$ cat src/rtl/minifloat_frame_accumulator.sv
// Decodes 7-bit minifloat codes to integers and accumulates them per frame.
// A decode register feeds an accumulate register; one result word is held per frame until it is taken.
//
// state   | meaning
// ACCUM   | accepting codes
// CLOSING | close pending, last element sitting in stage 1
// HOLD    | frame result valid, waiting for out_ready
module minifloat_frame_accumulator #(
  parameter int FRAME_LEN = 16,
  parameter int ACC_W     = 16,
  parameter int CNT_W     = 5
) (
  input  logic             clk,
  input  logic             rst_n,
  input  logic             in_valid,
  output logic             in_ready,
  input  logic [6:0]       in_code,
  input  logic             in_last,
  output logic             out_valid,
  input  logic             out_ready,
  output logic [ACC_W-1:0] out_sum,
  output logic [CNT_W-1:0] out_count,
  output logic             out_sat,
  output logic [2:0]       out_max_exp
);

  typedef enum logic [1:0] {ACCUM, CLOSING, HOLD} state_t;

  state_t           state, state_nxt;
  logic             close_pending;
  logic             accept;
  logic             handshake;
  logic [CNT_W-1:0] elem_cnt;
  logic [10:0]      dec_value;
  logic             dec_last;

  logic             s1_valid;
  logic             s1_last;
  logic [10:0]      s1_value;
  logic [2:0]       s1_exp;

  logic [ACC_W-1:0] sum;
  logic [CNT_W-1:0] count;
  logic             sat;
  logic [2:0]       max_exp;
  logic [ACC_W:0]   sum_wide;

  assign close_pending = (state != ACCUM);
  assign out_valid     = (state == HOLD);
  assign in_ready      = ~close_pending & ~out_valid;
  assign accept        = in_valid & in_ready;
  assign handshake     = out_valid & out_ready;

  // Implicit leading one for normal codes; e==0 is a plain 0..15 value.
  always_comb begin
    dec_value = {7'd0, in_code[3:0]};
    if (in_code[6:4] != 3'd0)
      dec_value = 11'({1'b1, in_code[3:0]}) << (in_code[6:4] - 3'd1);
  end

  assign dec_last = in_last | (elem_cnt == CNT_W'(FRAME_LEN - 1));
  assign sum_wide = {1'b0, sum} + {{(ACC_W - 10){1'b0}}, s1_value};

  always_comb begin
    state_nxt = state;
    case (state)
      ACCUM:   if (accept && dec_last) state_nxt = CLOSING;
      CLOSING: if (s1_valid && s1_last) state_nxt = HOLD;
      HOLD:    if (out_ready) state_nxt = ACCUM;
      default: state_nxt = ACCUM;
    endcase
  end

  always_ff @(posedge clk or negedge rst_n) begin
    if (!rst_n) state <= ACCUM;
    else        state <= state_nxt;
  end

  always_ff @(posedge clk or negedge rst_n) begin
    if (!rst_n) begin
      elem_cnt <= '0;
    end else if (handshake) begin
      elem_cnt <= '0;
    end else if (accept) begin
      elem_cnt <= dec_last ? '0 : elem_cnt + 1'b1;
    end
  end

  always_ff @(posedge clk or negedge rst_n) begin
    if (!rst_n) begin
      s1_valid <= 1'b0;
      s1_last  <= 1'b0;
      s1_value <= '0;
      s1_exp   <= '0;
    end else begin
      s1_valid <= accept;
      if (accept) begin
        s1_last  <= dec_last;
        s1_value <= dec_value;
        s1_exp   <= in_code[6:4];
      end
    end
  end

  always_ff @(posedge clk or negedge rst_n) begin
    if (!rst_n) begin
      sum     <= '0;
      count   <= '0;
      sat     <= 1'b0;
      max_exp <= '0;
    end else if (handshake) begin
      sum     <= '0;
      count   <= '0;
      sat     <= 1'b0;
      max_exp <= '0;
    end else if (s1_valid) begin
      sum     <= sum_wide[ACC_W] ? '1 : sum_wide[ACC_W-1:0];
      sat     <= sat | sum_wide[ACC_W];
      count   <= count + 1'b1;
      if (s1_exp > max_exp) max_exp <= s1_exp;
    end
  end

  assign out_sum     = sum;
  assign out_count   = count;
  assign out_sat     = sat;
  assign out_max_exp = max_exp;

endmodule

$ cat config.mk
export PLATFORM = sky130hd
export DESIGN_NAME = minifloat_frame_accumulator
export DESIGN_NICKNAME = d
export VERILOG_FILES = /design/src/rtl/minifloat_frame_accumulator.sv
export SDC_FILE = /design/constraint.sdc
export NUM_CORES = 1
export LEC_CHECK = 0
export ABC_AREA = 1
export BUFFER_PORTS_ARGS = -buffer_cell sky130_fd_sc_hd__buf_2
export CAP_MARGIN = 10
export CORE_MARGIN = 4
export CORE_UTILIZATION = 45
export DETAILED_ROUTE_END_ITERATION = 6
export MAX_ROUTING_LAYER = met4
export PLACE_DENSITY = 0.61
export SYNTH_ARGS = -nofsm -noshare
export SYNTH_HDL_FRONTEND = slang
export SYNTH_SLANG_ARGS = --single-unit
$ cat constraint.sdc
create_clock -name clk -period 2.4 [get_ports clk]
set_input_delay 0.36 -clock clk [delete_from_list [all_inputs] [get_ports clk]]
set_output_delay 0.36 -clock clk [all_outputs]
set_load 0.05 [all_outputs]
==> out/results.tsv <==
stage	metric	value	unit
run_status	status	finished clean	
pwr	Clk pwr share	0.108	
worst_setup_path	Worst Setup SP	out_sum[0]	
sta	FMAX	504	MHz
worst_setup_path	CP max-delay cell	fa_1	
worst_setup_path	critical path class	flop to flop	
worst_setup_path	Critical Path Start Type	flop	
finish	share of cells above drive strength 1	0.181	
finish	Reg area	1200	um2
sta	endpoints failing setup	0	
routing	Initial DRT Pass Iterations	4	
routing	met2 routed WL	3.32	mm
sta	WHS	283	ps
clocking	Clock Sinks	48	
clocking	hold buffer count at cts	1	
clocking	CTS Buffer Depth	2	
floorplan	die width	92.4	um
worst_setup_path	Worst Path Buf+Inv	0	
worst_setup_path	CP max stage delay	430	ps
worst_setup_path	critical path, cell by cell	ha_1 -> fa_1 -> nand3_1 -> nand2_1 -> nand3_2 -> nand3_4 -> nand2_4 -> o311ai_0	
routing	routed len/inst	13.0	um
floorplan	Initial Util	0.467	
floorplan	Die H	92.4	um
pwr	VDD IR max	0.000460	V
finish	Layout area overhead	11.7	%
pwr	total design power	4.74	mW
sta	crit path time final	1990	ps
worst_setup_path	Worst Path Max Fanout	11	
pwr	combinational fraction of design power	0.589	
yosys	Syn Std Cell Area	3210	um2
grt	largest net degree at the start of global routing	21	
sta	fin. max-slew vios	0	
grt	first-pass GRT wire length	12.3	mm
yosys	Synth cell types	43	
finish	n_diodes	0	
finish	nets@finish	491	
placed_design	RD Place Congestion	0.914	
placed_design	pre-CTS WS	393	ps
routing	met3 routed WL	256	um
routing	wl on met1	3.55	mm
clocking	Post-CTS Setup Bufs	0	
sta	Max Clock Skew	10.7	ps
worst_setup_path	CP arrival	2150	ps
clocking	Clk pin slew, worst setup/hold paths	90	ps
floorplan	row count	30	
routing	DRC viols	0	
sta	Slew Limit Headroom	0.683	
routing	Routed Antenna Nets	0	
pwr	Sequential Power Share	0.304	
sta	RSZ-0062 raised after global routing	no	
sta	Setup TNS	0	ps
pwr	P_leak	2.00	nW
routing	vias	2739	
yosys	Primary FF master, synth	dfrtp_1	
floorplan	Ports	39	
routing	Initial DRC Count	96	
yosys	share of synthesized flip-flops with an asynchronous set or reset	1.00	
routing	uppermost routed layer	met4	
yosys	register bit total from synthesis	48	
yosys	syn_nets	450	
flow_run	Max Cap Viol	0	
worst_hold_path	min-delay worst type	primary input to flop	
placed_design	post-DP HPWL	5.63	mm
grt	vias in the first global route	2599	
yosys	post-synthesis sequential area ratio	0.375	
worst_setup_path	FF-to-FF Start	out_sum[0]	
grt	gr usage total	0.182	
worst_setup_path	worst endpoint required time	2560	ps
finish	filler cell count	664	
yosys	leading area contributor after synthesis	dfrtp_1	
pwr	Psw	2.51	mW
floorplan	Die Area	8540	um2
finish	multi-input logic area	1720	um2
clocking	CTS tree	yes	
routing	final wirelength	7.21	mm
yosys	top cells by area, synth	dfrtp_1 (37%), nand2_1 (14%), ha_1 (7.4%)	
yosys	Yosys Warn Count	0	
yosys	Syn Area/Cell	7.67	um2
yosys	cell count after synthesis	418	
floorplan	Core Area	6870	um2
sta	count of final hold-check violations	0	
grt	initial antenna violation count	0	
yosys	top cell type's share of synthesized area	0.375	
clocking	CTS resizes	0	
sta	setup ws final	414	ps
yosys	Post-synth EDFFs	0	
clocking	Root Buffer	clkbuf_8	
sta	Final Cycle Share	0.827	
worst_setup_path	endpoint class of the critical path	flop	
placed_design	Port Buffer Count	38	
pwr	Sw Share	0.528	
routing	vias per inst	4.94	
clocking	H-Tree Depth	2	
sta	Worst Max-Slew Pin Slew	475	ps
grt	GRT overflow	0	
clocking	Clock Latency Late Sink	300	ps
worst_hold_path	Worst Hold Launch	out_ready	
worst_setup_path	Top delay family on crit path	adder cells	
pwr	Int Power	2.24	mW
pwr	pwr/cell area	1320	nW/um2
clocking	CTS buffer count	5	
==> synth_stat cells (all sizes together) (2+ instances only) <==
master	count
nand4	5
a21oi	21
o211ai	3
nand3	48
dfrtp	48
nor2	27
xor2	4
nand2	124
and2	2
buf	6
o22ai	2
nor3	6
o31ai	3
a22oi	6
ha	19
inv	62
o21ai	22
==> per-stage QoR <==
| step | cell area [um2] | utilization | cells |
|---|---|---|---|
| after floorplan | 3210 | - | 418 |
| after global placement | 3480 | 0.507 | 547 |
| after detailed placement | 3480 | 0.507 | 547 |
| after CTS | 3580 | 0.521 | 555 |
| after global routing | 3580 | 0.521 | 555 |
| final | 3580 | 0.521 | 555 |
==> power groups by stage <==
stage          Combinational (mW)  Sequential [mW]  Clock (mW)
2_1_floorplan                1.70             1.94           0
3_3_place_gp                 2.77             1.44           0
3_5_place_dp                 2.80             1.46           0
4_1_cts                      2.81             1.44       0.526
5_1_grt                      3.14             1.49       0.557
6_report                     2.79             1.44       0.511
==> cell type report <==
cell class	instances	share of cell area
clock buffers	6	0.0231
clock inverters	1	0.00245
inverters	62	0.0650
multi-input cells	301	0.480
flip-flops and latches	48	0.335
well taps	96	0.0335
repair buffers	41	0.0601
==> cells by family after synthesis <==
family / count (synthesis) / share of synthesized area
AOI/OAI and AO/OA: 62 / 0.121
xor gates and xnor gates: 5 / 0.0137
adders and majority gates: 20 / 0.0804
buffers and inverters: 69 / 0.0890
DFF: 48 / 0.375
and+or+nand+nor: 214 / 0.322
==> flip-flops by register name (all words and copies together), names as in the netlist <==
name / cells
out_sum: 16
s1_exp: 3
out_max_exp: 3
state: 2
elem_cnt: 5
s1_last: 1
s1_value: 11
s1_valid: 1
out_count: 5
out_sat: 1
==> placed cells by master (no fill, tap or decap), types with 2 or more instances in the layout <==
master    instances
a21oi_1          19
a21oi_2           2
a22oi_1           6
and2_1            2
buf_2            38
buf_4             2
clkbuf_8          6
dfrtp_1          48
ha_1             19
inv_1            56
inv_2             6
nand2_1         117
nand2_2           4
nand2_4           3
nand3_1          39
nand3_2           8
nand4_1           5
nor2_1           22
nor2_2            2
nor2_4            2
nor3_1            4
o211ai_2          2
o21ai_0          17
o21ai_1           4
o22ai_1           2
o31ai_1           3
xor2_1            4
==> final timing paths <==
kind                             endpoint  slack (ps)  cells past startpoint
max                            out_sum[2]         410                      8
min                              state[1]         280                      2
min in group asynchronous     out_sum[15]         490                      2
max in group asynchronous  out_max_exp[1]        1360                      3
max reg2reg                    out_sum[2]         410                      8
min reg2reg                   s1_value[4]         510                      2
==> routing by layer <==
layer / GRT usage / vias up
met4: 0.0656 / 0
met2: 0.280 / 44
met1: 0.243 / 1248
met3: 0.0317 / 4
li1: - / 1443
met5: - / -
Note: power is estimated with default switching activity, not from simulation.
